[config.mk]
export PLATFORM = sky130hd
export DESIGN_NAME = button_led_host_link_flat
export DESIGN_NICKNAME = d
export VERILOG_FILES = /design/src/rtl/button_led_host_link_if.sv /design/src/rtl/button_led_host_link.sv /design/src/flat_wrapper.sv
export SDC_FILE = /design/constraint.sdc
export NUM_CORES = 1
export LEC_CHECK = 0
export BUFFER_PORTS_ARGS = -buffer_cell sky130_fd_sc_hd__buf_4
export CORE_MARGIN = 10
export CORE_UTILIZATION = 50
export DETAILED_ROUTE_END_ITERATION = 8
export PLACE_DENSITY = 0.76
export SLEW_MARGIN = 30
export SYNTH_ARGS = -nofsm -noshare
export SYNTH_HDL_FRONTEND = slang
export SYNTH_SLANG_ARGS = --single-unit
[constraint.sdc]
create_clock -name CLK -period 4.6 [get_ports CLK]
set_input_delay 0.69 -clock CLK [delete_from_list [all_inputs] [get_ports CLK]]
set_output_delay 0.69 -clock CLK [all_outputs]
set_load 0.005 [all_outputs]
[src/rtl/button_led_host_link_if.sv]
// Host-link signal bundle: UART lines, button snapshot in, LED state out.
// The design end uses the slave modport; the host/bench end uses master.
interface button_led_host_link_if;
    logic        rx;
    logic        tx;
    logic [23:0] buttons;
    logic [7:0]  leds;
    logic        leds_valid;
    logic        frame_err;
    logic        tx_busy;

    modport master (
        output rx, buttons,
        input  tx, leds, leds_valid, frame_err, tx_busy
    );

    modport slave (
        input  rx, buttons,
        output tx, leds, leds_valid, frame_err, tx_busy
    );
endinterface

[src/rtl/button_led_host_link.sv]
// Host end of the button/LED UART link: 4-byte button frames out,
// single-byte LED frames in (8N1, LSB first).
module button_led_host_link #(
    parameter logic        SEND_ON_CHANGE = 1'b0,
    parameter int          CLKS_PER_BIT   = 870,
    parameter logic [31:0] CLKS_PER_SYNC  = 32'd1666666,
    parameter logic [7:0]  FRAME_HEADER   = 8'hA5
) (
    input logic                   CLK,
    input logic                   RST,
    button_led_host_link_if.slave bus
);
    localparam int CW = $clog2(CLKS_PER_BIT);
    localparam logic [CW-1:0] BIT_LAST  = CW'(CLKS_PER_BIT - 1);
    localparam logic [CW-1:0] HALF_LAST = CW'(CLKS_PER_BIT / 2 - 1);

    typedef enum logic [1:0] {S_IDLE, S_START, S_DATA, S_STOP} state_t;

    state_t        r_tx_state;
    logic [CW-1:0] r_tx_cnt;
    logic [2:0]    r_tx_bit;
    logic [1:0]    r_tx_byte;
    logic [7:0]    r_tx_shift;
    logic          r_tx;
    logic          r_tx_busy;
    logic          r_pending;
    logic [23:0]   r_snap;
    logic [31:0]   r_sync_cnt;
    logic          w_sync_trig;
    logic          w_chg_trig;
    logic [7:0]    w_next_byte;

    state_t        r_rx_state;
    logic          r_rx_s1;
    logic          r_rx_s2;
    logic [CW-1:0] r_rx_cnt;
    logic [2:0]    r_rx_bit;
    logic [7:0]    r_rx_shift;
    logic [7:0]    r_leds;
    logic          r_leds_valid;
    logic          r_frame_err;

    assign w_sync_trig = (CLKS_PER_SYNC != 32'd0) &&
                         (r_sync_cnt == CLKS_PER_SYNC - 32'd1);
    assign w_chg_trig  = SEND_ON_CHANGE && (bus.buttons != r_snap);

    always_comb begin
        w_next_byte = r_snap[23:16];
        unique case (1'b1)
            (r_tx_byte == 2'd0): w_next_byte = r_snap[7:0];
            (r_tx_byte == 2'd1): w_next_byte = r_snap[15:8];
            default:             w_next_byte = r_snap[23:16];
        endcase
    end

    // Free-running periodic timer, independent of frame activity
    always_ff @(posedge CLK or posedge RST) begin
        if (RST) begin
            r_sync_cnt <= 32'd0;
        end else if (CLKS_PER_SYNC == 32'd0 || w_sync_trig) begin
            r_sync_cnt <= 32'd0;
        end else begin
            r_sync_cnt <= r_sync_cnt + 32'd1;
        end
    end

    always_ff @(posedge CLK or posedge RST) begin
        if (RST) begin
            r_tx_state <= S_IDLE;
            r_tx_cnt   <= '0;
            r_tx_bit   <= 3'd0;
            r_tx_byte  <= 2'd0;
            r_tx_shift <= 8'h00;
            r_tx       <= 1'b1;
            r_tx_busy  <= 1'b0;
            r_pending  <= 1'b0;
            r_snap     <= 24'h0;
        end else begin
            if (w_sync_trig || w_chg_trig) r_pending <= 1'b1;
            unique case (r_tx_state)
                S_IDLE: if (r_pending) begin
                    // Change trigger this cycle is satisfied by this capture
                    r_snap     <= bus.buttons;
                    r_pending  <= w_sync_trig;
                    r_tx_busy  <= 1'b1;
                    r_tx       <= 1'b0;
                    r_tx_shift <= FRAME_HEADER;
                    r_tx_cnt   <= '0;
                    r_tx_byte  <= 2'd0;
                    r_tx_state <= S_START;
                end
                S_START: if (r_tx_cnt == BIT_LAST) begin
                    r_tx_cnt   <= '0;
                    r_tx_bit   <= 3'd0;
                    r_tx       <= r_tx_shift[0];
                    r_tx_state <= S_DATA;
                end else begin
                    r_tx_cnt <= r_tx_cnt + CW'(1);
                end
                S_DATA: if (r_tx_cnt == BIT_LAST) begin
                    r_tx_cnt <= '0;
                    if (r_tx_bit == 3'd7) begin
                        r_tx       <= 1'b1;
                        r_tx_state <= S_STOP;
                    end else begin
                        r_tx_bit   <= r_tx_bit + 3'd1;
                        r_tx_shift <= {1'b0, r_tx_shift[7:1]};
                        r_tx       <= r_tx_shift[1];
                    end
                end else begin
                    r_tx_cnt <= r_tx_cnt + CW'(1);
                end
                S_STOP: if (r_tx_cnt == BIT_LAST) begin
                    r_tx_cnt <= '0;
                    if (r_tx_byte == 2'd3) begin
                        r_tx_busy  <= 1'b0;
                        r_tx_state <= S_IDLE;
                    end else begin
                        r_tx_byte  <= r_tx_byte + 2'd1;
                        r_tx_shift <= w_next_byte;
                        r_tx       <= 1'b0;
                        r_tx_state <= S_START;
                    end
                end else begin
                    r_tx_cnt <= r_tx_cnt + CW'(1);
                end
                default: r_tx_state <= S_IDLE;
            endcase
        end
    end

    always_ff @(posedge CLK or posedge RST) begin
        if (RST) begin
            r_rx_s1      <= 1'b1;
            r_rx_s2      <= 1'b1;
            r_rx_state   <= S_IDLE;
            r_rx_cnt     <= '0;
            r_rx_bit     <= 3'd0;
            r_rx_shift   <= 8'h00;
            r_leds       <= 8'h00;
            r_leds_valid <= 1'b0;
            r_frame_err  <= 1'b0;
        end else begin
            r_rx_s1      <= bus.rx;
            r_rx_s2      <= r_rx_s1;
            r_leds_valid <= 1'b0;
            r_frame_err  <= 1'b0;
            unique case (r_rx_state)
                S_IDLE: if (!r_rx_s2) begin
                    r_rx_cnt   <= '0;
                    r_rx_state <= S_START;
                end
                S_START: if (r_rx_cnt == HALF_LAST) begin
                    r_rx_cnt   <= '0;
                    r_rx_bit   <= 3'd0;
                    r_rx_state <= r_rx_s2 ? S_IDLE : S_DATA;
                end else begin
                    r_rx_cnt <= r_rx_cnt + CW'(1);
                end
                S_DATA: if (r_rx_cnt == BIT_LAST) begin
                    r_rx_cnt   <= '0;
                    r_rx_shift <= {r_rx_s2, r_rx_shift[7:1]};
                    r_rx_bit   <= r_rx_bit + 3'd1;
                    if (r_rx_bit == 3'd7) r_rx_state <= S_STOP;
                end else begin
                    r_rx_cnt <= r_rx_cnt + CW'(1);
                end
                S_STOP: if (r_rx_cnt == BIT_LAST) begin
                    r_rx_cnt   <= '0;
                    r_rx_state <= S_IDLE;
                    if (r_rx_s2) begin
                        r_leds       <= r_rx_shift;
                        r_leds_valid <= 1'b1;
                    end else begin
                        r_frame_err <= 1'b1;
                    end
                end else begin
                    r_rx_cnt <= r_rx_cnt + CW'(1);
                end
                default: r_rx_state <= S_IDLE;
            endcase
        end
    end

    assign bus.tx         = r_tx;
    assign bus.tx_busy    = r_tx_busy;
    assign bus.leds       = r_leds;
    assign bus.leds_valid = r_leds_valid;
    assign bus.frame_err  = r_frame_err;
endmodule

[src/flat_wrapper.sv]
// flat-port wrapper written by rule: the top's interface ports become plain ports
module button_led_host_link_flat 
#(
    parameter logic        SEND_ON_CHANGE = 1'b0,
    parameter int          CLKS_PER_BIT   = 870,
    parameter logic [31:0] CLKS_PER_SYNC  = 32'd1666666,
    parameter logic [7:0]  FRAME_HEADER   = 8'hA5
)
  (CLK, RST, bus_rx, bus_buttons, bus_tx, bus_leds, bus_leds_valid, bus_frame_err, bus_tx_busy);
  button_led_host_link_if bus_i ();
  input logic CLK;
  input logic RST;
  input wire logic [$bits(bus_i.rx)-1:0] bus_rx;
  input wire logic [$bits(bus_i.buttons)-1:0] bus_buttons;
  output wire logic [$bits(bus_i.tx)-1:0] bus_tx;
  output wire logic [$bits(bus_i.leds)-1:0] bus_leds;
  output wire logic [$bits(bus_i.leds_valid)-1:0] bus_leds_valid;
  output wire logic [$bits(bus_i.frame_err)-1:0] bus_frame_err;
  output wire logic [$bits(bus_i.tx_busy)-1:0] bus_tx_busy;
  assign bus_i.rx = bus_rx;
  assign bus_i.buttons = bus_buttons;
  assign bus_tx = bus_i.tx;
  assign bus_leds = bus_i.leds;
  assign bus_leds_valid = bus_i.leds_valid;
  assign bus_frame_err = bus_i.frame_err;
  assign bus_tx_busy = bus_i.tx_busy;
  button_led_host_link #(.SEND_ON_CHANGE(SEND_ON_CHANGE), .CLKS_PER_BIT(CLKS_PER_BIT), .CLKS_PER_SYNC(CLKS_PER_SYNC), .FRAME_HEADER(FRAME_HEADER)) u_core (.CLK(CLK), .RST(RST), .bus(bus_i));
endmodule
==> results of run 1 <==
cells in the mapped netlist, types with 6 or more instances:
library cell  number
xnor2_1           19
and3_1             7
nor4_1             7
nor3_1            11
mux2_1            19
nor2_1            54
nand4_1           13
o21ai_1            6
o21ai_0           10
ha_1              25
a21oi_1           13
xor2_1            23
dfrtp_1          116
nand2_1           58
inv_1             21
clkbuf_1          11
mux2_2            25
nand3_1           18
a22o_1            11
worst min path at each step:
stage,from,endpoint,cells after the start
6_report,RST,u_core.r_tx_cnt[9]$_DFFE_PP0P_,2
5_1_grt,RST,u_core.r_tx_cnt[6]$_DFFE_PP0P_,2
4_1_cts,RST,u_core.r_tx_cnt[6]$_DFFE_PP0P_,2
3_5_place_dp,u_core.r_rx_s1$_DFF_PP1_,u_core.r_rx_s2$_DFF_PP1_,0
3_3_place_gp,u_core.r_rx_s1$_DFF_PP1_,u_core.r_rx_s2$_DFF_PP1_,0
2_1_floorplan,u_core.r_rx_s1$_DFF_PP1_,u_core.r_rx_s2$_DFF_PP1_,0
registers in the layout, summed over array words and instances, names as in the netlist, 2 cells and up, named ones only:
signal / count
u_core.r_tx_bit: 3
u_core.r_rx_shift: 8
u_core.r_rx_cnt: 10
u_core.r_tx_cnt: 10
u_core.r_tx_byte: 2
u_core.r_tx_shift: 8
u_core.r_snap: 24
u_core.r_tx_state: 2
u_core.r_rx_bit: 3
u_core.r_sync_cnt: 32
u_core.bus.leds: 8
stage by stage:
stage / area, µm² / instances / total power, µW / util, % / setup slack [ns]
floorplan: 5910 / 540 / 1110 / - / 0.757
global placement: 6320 / 708 / 1140 / 54.9 / 2.28
detailed placement: 6330 / 708 / 1140 / 55.0 / 2.31
CTS: 6970 / 740 / 2560 / 60.5 / 2.30
global route: 6970 / 740 / 2610 / 60.5 / 2.12
finish: 6970 / 740 / 2530 / 60.5 / 2.28
logic make-up after synthesis:
group | Yosys count | share of synthesized area, %
adders and majority gates | 25 | 5.29
AOI/OAI and AO/OA | 69 | 8.58
DFF | 119 | 50.5
muxes | 51 | 9.91
buffers and inverters | 36 | 2.46
and+or+nand+nor | 198 | 17.1
xor gates and xnor gates | 42 | 6.22
area by class of cell:
cell class | instances | area, µm² | area share [%]
flip-flops and latches | 119 | 2980 | 42.8
multi-input cells | 385 | 2790 | 40.1
clock buffers | 23 | 488 | 7.00
repair buffers | 40 | 300 | 4.31
well taps | 143 | 179 | 2.57
clock inverters | 9 | 145 | 2.08
inverters | 21 | 81.3 | 1.17
routing by layer:
metal / track usage (%) / vias to the layer above / part of all wire (%)
li1: - / 1984 / -
met4: 6.22 / 0 / 1.7
met5: 0 / - / 0
met2: 27.6 / 60 / 52
met1: 18.8 / 2064 / 43
met3: 4.35 / 17 / 3.3
where the power goes:
part           total, µW  leakage [µW]  switching (µW)  internal (µW)
sequential          1070       0.00157            6.66           1060
combinational       55.4       0.00146            29.6           25.9
clock               1410      0.000317             447            959
worst max-delay path: cells and delay by family (launching register included):
kind,cells,cell delay [ns]
muxes,1,0.33
buffers and inverters,1,0.13
DFF,1,0.43
AOI/OAI and AO/OA,2,0.34
and+or+nand+nor,1,0.69
adders and majority gates,1,0.27
==> summary by stage, run 1 <==
Detailed routing
For this run, design rule violations remaining after detail routing come to 0. The post-route antenna net violation count is 0. For this block, the routed nets add up to 12,400 µm of wire. The total via count after detailed routing is between 4,000 and 5,000. The count of routing violations after the opening detailed-route iteration is 245. The ratio of routed vias to standard cells is between 5 and 6. The number of search-and-repair iterations in the first detailed-routing pass is 4.

After detailed routing, the average wire length per cell comes to 16.7 µm.

Clock network
After clock tree synthesis, the clock-pin slew on the worst setup and hold paths is 0.05 ns. CTS built an H-tree with a depth of 4. The number of clock sinks is 119.

The total clock buffers created by CTS is 17. The CTS tree is yes. In this run the clock root is driven by a clkbuf_16. Once the clock tree was built, the setup fixing pass inserted 0 buffers. The clock reaches the later pin of the worst-skew pair after 0.41 ns.

After clock tree synthesis, the flow added hold-fix buffers numbering 0. After clock tree synthesis, the repair step resized 0 gates. The number of buffers on the longest clock path is 2.

Synthesis
The cell count after synthesis came out at 540. The fraction of synthesized cell area taken by the top area cell type is 49.1%. By area the synthesized netlist is led by dfrtp_1, ha_1, mux2_2. The net count after synthesis is 592. The mapped netlist covers roughly 0.0059 mm². The number of distinct library cells after synthesis is 59.

The fraction of registers with async set or reset after synthesis is 100%. The cell type with the largest total area after synthesis is dfrtp_1. Counting flops with a built-in enable in the synthesized netlist gives 0. The synthesized design contains approximately 120 register bits. The number of warnings printed during yosys synthesis is 0. After synthesis, flip-flops and latches occupy 50.5% of the total area. Each instance of the synthesized netlist takes up on average 10.9 µm².

The primary flip-flop cell chosen by synthesis mapping is dfrtp_1.

Die
The number of rows created at floorplan is 39. The die covers around 0.017 mm². The region available for standard cell placement spans around 0.012 mm². In this run the count of I/O pins placed on the die edge is 39.

In this run the vertical extent of the chip is roughly 130 µm. The effective utilization at floorplan is 51.3%. The die is 129 µm wide.

Global route
Summed over all layers, the global routing overflow is 0. The initial antenna violation count is 0. Entering global routing, the biggest net connects 49 pins. The global routing usage summed across all routing layers is 16.1%. The first global-routing pass estimated 21,600 µm of wire. The via count of the first global-routing pass is 4,488.

Setup path
The delay of the slowest critical-path stage is 0.69 ns. The cell with the largest stage delay on the worst path is nor2b_1. In this run the register-to-register setup slack is about 2.3 ns.

Traced cell by cell, the critical path runs through inv_1 > ha_1 > nor2b_1 > a211oi_2 > o21ai_4 > mux2_4. In this run the critical register-to-register path is launched from u_core.r_tx_state[0]$_DFFE_PP0P_. At the worst endpoint, the arrival time is 2.60 ns. The endpoint of the most critical setup path is u_core.r_tx_shift[1]$_DFFE_PP0P_. The worst setup path is of the reg -> reg kind.

The worst setup path is launched from a flop. The launching element of the worst setup path is u_core.r_tx_state[0]$_DFFE_PP0P_. STA puts the critical path data required time at 4.89 ns. The worst setup path is captured at a flop. The worst register-to-register path has a depth of 6. The end of the worst register-to-register path is u_core.r_tx_shift[1]$_DFFE_PP0P_. Of all nets on the critical path, the largest fanout is 12.

Placed design
The half-perimeter wire length after placement is between 8000 and 9000 µm. At the end of routability-driven placement, the weighted congestion stood at ~0.8. The count of buffers added on input and output ports is 38.

STA
The number of failing hold endpoints at the final stage came to 0. The period utilization is 50.4%. The setup skew after layout is about 0.0074 ns.

Hold is met by 0.264 ns. The headroom to the max-slew limit is 45.9%. The smallest clock period supported by the final layout is computed as roughly 2.3 ns. Setup repair after global routing left no endpoint under its margin. The max-slew violation count is 0.

Timing would allow up to 0.432 GHz. The aggregate negative setup slack is 0 ns. The final setup violation count is 0. The slew at the pin with the worst max-slew slack is 0.810 ns.

Finish
Cells with a size suffix above 1 make up 19.9% of the layout. From synthesis to final layout, the design area changed by 17.9%. For this run, the post-layout net count is 636. The top cell types in the final layout, fill and taps aside, are dfrtp_1, nand2_1, nor2_1, buf_4. 0 antenna diodes ended up in the layout. The count of fill cells added during filler insertion is 900.

The most common cell after layout, fill and taps aside is dfrtp_1.

Job
The total of max-cap violations is 0.

Pwr
The leakage power figure is 0.00335 µW. The power density over cell area is 363 mW/mm². VDD sags by at most 0.322 mV.

Status
The run finished with clean final reports.

Min path
In this run the worst hold path is classified as in -> async.
Power figures use the tool's default switching activity.
==> run 2: changes to the inputs <==
Settings changed: PLACE_DENSITY 0.76 to 0.78.
Clock period 4.6 ns to 2 ns, I/O delays scaled along.
==> summary by stage, run 2 (same netlist as run 1, synthesis figures left out) <==
Status
The run finished, with violations left. The checks that failed: negative setup slack.

Global route
In the global route stage, met1 resource usage came out at 19.5%. The initial antenna violation count was 0. Global routing used 27.9% of the available met2 tracks. The global routing usage summed across all routing layers is between 15 and 20%. The largest net degree at the start of global routing is between 50 and 60. In the global route stage, met3 resource usage came out at 4.64%.

The via count of the first global-routing pass is around 4,500. The global-route wire length before repair is roughly 22,000 µm. The sum of overflow across all layers after global routing is 0. The most used routing layer is met2.

Detailed routing
The post-route antenna net violation count is 0. The count of routing violations after the opening detailed-route iteration is about 370. For this run, the detailed router's first-pass iteration total came to 4. The overall routed net length is between 10,000 and 15,000 µm.

For this run, design rule violations remaining after detail routing come to 0. The average routed wire per standard cell is 16.6 µm. The detailed router placed 4,314 vias in this run. After detailed routing, the number of vias per cell comes to roughly 5.6.

Finish
Across the whole layout, storage elements account for 0.00298 mm². The fraction of final layout cells sized beyond drive strength 1 is 26.8%. The register with the most flip-flops in the layout has 32 of them. The number of nets at the end of the flow is between 600 and 700. The register with the highest flop count is u_core.r_sync_cnt.

The largest registers in the layout are u_core.r_sync_cnt x32, u_core.r_snap x24. The number of antenna diodes in the final layout is 0. The multi-input gate area in the final layout is 0.00287 mm². The area growth from synthesis to layout is 23.9%. The final standard cell count with taps included and fillers excluded is 777. In the layout the commonest cells are dfrtp_1, buf_4, nand2_1, nor2_1, mux2_2. After filler insertion, the fill cell instance count of the layout stands at 844.

The most common cell after layout, fill and taps aside is dfrtp_1.

Die
The top-level I/O count is 39. The initial utilization of the core area, before any placement, comes to 51.3%. The number of rows created at floorplan is 39. Measured along the y axis, the die boundary spans 129 µm. The placeable core region is 0.0115 mm². The area enclosed by the die boundary is 0.0166 mm². The floorplan step set the die width to 129 µm.

Pwr
The clock network fraction of total power is 53.3%. The leakage power figure is 0.00353 µW. The logic gate share of total power is around 2.4%. Summed over all nets, the switching power comes to 1130 µW.

Of the total power, the share spent switching nets is 20.4%. VDD sags by at most 0.577 mV. The share of total power dissipated in sequential elements is 44.3%. In this run the power density over the cells is 758 mW/mm².

The design internal power is 4420 µW.

Setup path
In this run the worst path has a maximum fanout of 7. Walking the worst path, the cells encountered are inv_2 > ha_4 > nand4b_4 > or4_4 > a21oi_4 > o21ai_4 > mux2_4. The required time at the endpoint of the critical path is 2.29 ns. STA classifies the critical path startpoint as a flop. The number of buffers and inverters on the critical path is 1. The cell family contributing the most delay on the critical path is simple AND/OR/NAND/NOR gates. Data arrives at the worst endpoint at 2.35 ns.

The worst setup path is captured at a flop. For this run, the slowest stage of the critical path takes a little over 0.6 ns. The critical path in this run is classified as reg -> reg. The cell with the largest stage delay on the worst path is or4_4.

STA
The number of failing hold endpoints at the final stage is 0. The slew at the pin with the worst max-slew slack is 0.428 ns. The headroom to the max-slew limit is 71.4%. Derived from the worst setup path, the maximum achievable clock frequency is 0.486 GHz.

Setup violations remaining at the end of the flow were counted as 5. The period utilization is 103%. The worst path setup slack after routing is -0.0586 ns.

The worst hold-check slack is 0.120 ns. Setup repair after global routing could not meet its margin everywhere. The worst path in the final design needs a cycle of 2.06 ns, including I/O delays and setup. The setup skew after layout is 0.00696 ns.

The max-slew violation count was 0.

Placed design
The number of port buffers is 38. The global placement routability congestion is 0.865. After legalization and detailed placement, the total HPWL measured 8690 µm.

Including well taps, the total number of placed cells is 739.

Clock network
Clock latency on the worst-skew pair, taken at its later pin, is 0.41 ns. The clock passes through at most 2 buffers. The clock input transition at the sequential cells of the worst setup and hold paths is 0.06 ns. The cell sitting at the root of the clock tree is a clkbuf_16.

The tree built by TritonCTS fans out to 119 sinks. The total clock buffers created by CTS is 17. TritonCTS built the clock tree.

The maximum level of the CTS H-tree is 4.

Job
Max-cap violations in this run came to 0.

Min path
The worst hold-check path type is in -> reg.
run 2: final cells by class:
| cell class | instances | area share (%) |
|---|---|---|
| Tap cell | 143 | 2.44 |
| Sequential cell | 119 | 40.7 |
| Clock buffer | 22 | 6.48 |
| Multi-Input combinational cell | 385 | 39.2 |
| Timing Repair Buffer | 79 | 8.66 |
| Clock inverter | 8 | 1.35 |
| Inverter | 21 | 1.13 |
run 2: routing by layer:
metal  share of wire (%)  vias up
met3                 3.5       15
met2                  53       58
met4                 1.2        0
met5                   0        -
li1                    -     2067
met1                  43     2174
run 2: stage by stage:
step	cell area [µm²]	worst slack [ns]	power, µW	utilization, %	setup TNS, ns
6_report	7320	-0.0586	5550	63.6	-0.228
5_1_grt	7320	-0.110	5740	63.6	-0.878
4_1_cts	7180	-0.0626	5610	62.4	-0.232
3_5_place_dp	6590	-0.0550	2630	57.2	-0.202
3_3_place_gp	6590	-0.0225	2620	57.2	-0.0886
2_1_floorplan	5920	-0.0494	2560	-	-0.198
run 2: worst reg2reg max path: cells and delay by family, from the launching register on:
family | cells | cell delay, ns
fa+ha+maj | 1 | 0.13
mux | 1 | 0.32
buf+inv | 1 | 0.08
simple gates | 2 | 0.72
compound gates | 2 | 0.32
flops | 1 | 0.38
run 2: path summary, 6_finish.rpt:
check | start | end | slack [ns] | cells after the start
max | u_core.r_tx_cnt[1]$_DFFE_PP0P_ | u_core.r_tx_shift[4]$_DFFE_PP0P_ | -0.06 | 7
min | bus_buttons[9] | u_core.r_snap[9]$_DFFE_PP0P_ | 0.12 | 2
max reg2reg | u_core.r_tx_cnt[1]$_DFFE_PP0P_ | u_core.r_tx_shift[4]$_DFFE_PP0P_ | -0.06 | 7
min reg2reg | u_core.r_rx_s1$_DFF_PP1_ | u_core.r_rx_s2$_DFF_PP1_ | 0.36 | 0
max in group asynchronous | RST | u_core.r_sync_cnt[13]$_DFF_PP0_ | 0.86 | 4
min in group asynchronous | RST | u_core.r_rx_shift[1]$_DFFE_PP0P_ | 0.46 | 3
run 2: repair_timing:
action / 4_1_cts / 5_1_grt
pin swaps: 0 / 13
gates resized for setup: 1 / 24
gates cloned: 0 / 0
endpoints found under the setup margin: 6 / 56
hold endpoints to repair: 16 / 0
hold buffers: 2 / 0
buffers inserted: 0 / 6
run 2: power groups by stage:
stage / clock network (µW) / registers [µW] / logic (µW)
floorplan: 0 / 2490 / 67.1
global placement: 0 / 2490 / 129
detailed placement: 0 / 2500 / 134
CTS: 3020 / 2460 / 138
global route: 3130 / 2460 / 152
finish: 2960 / 2460 / 134
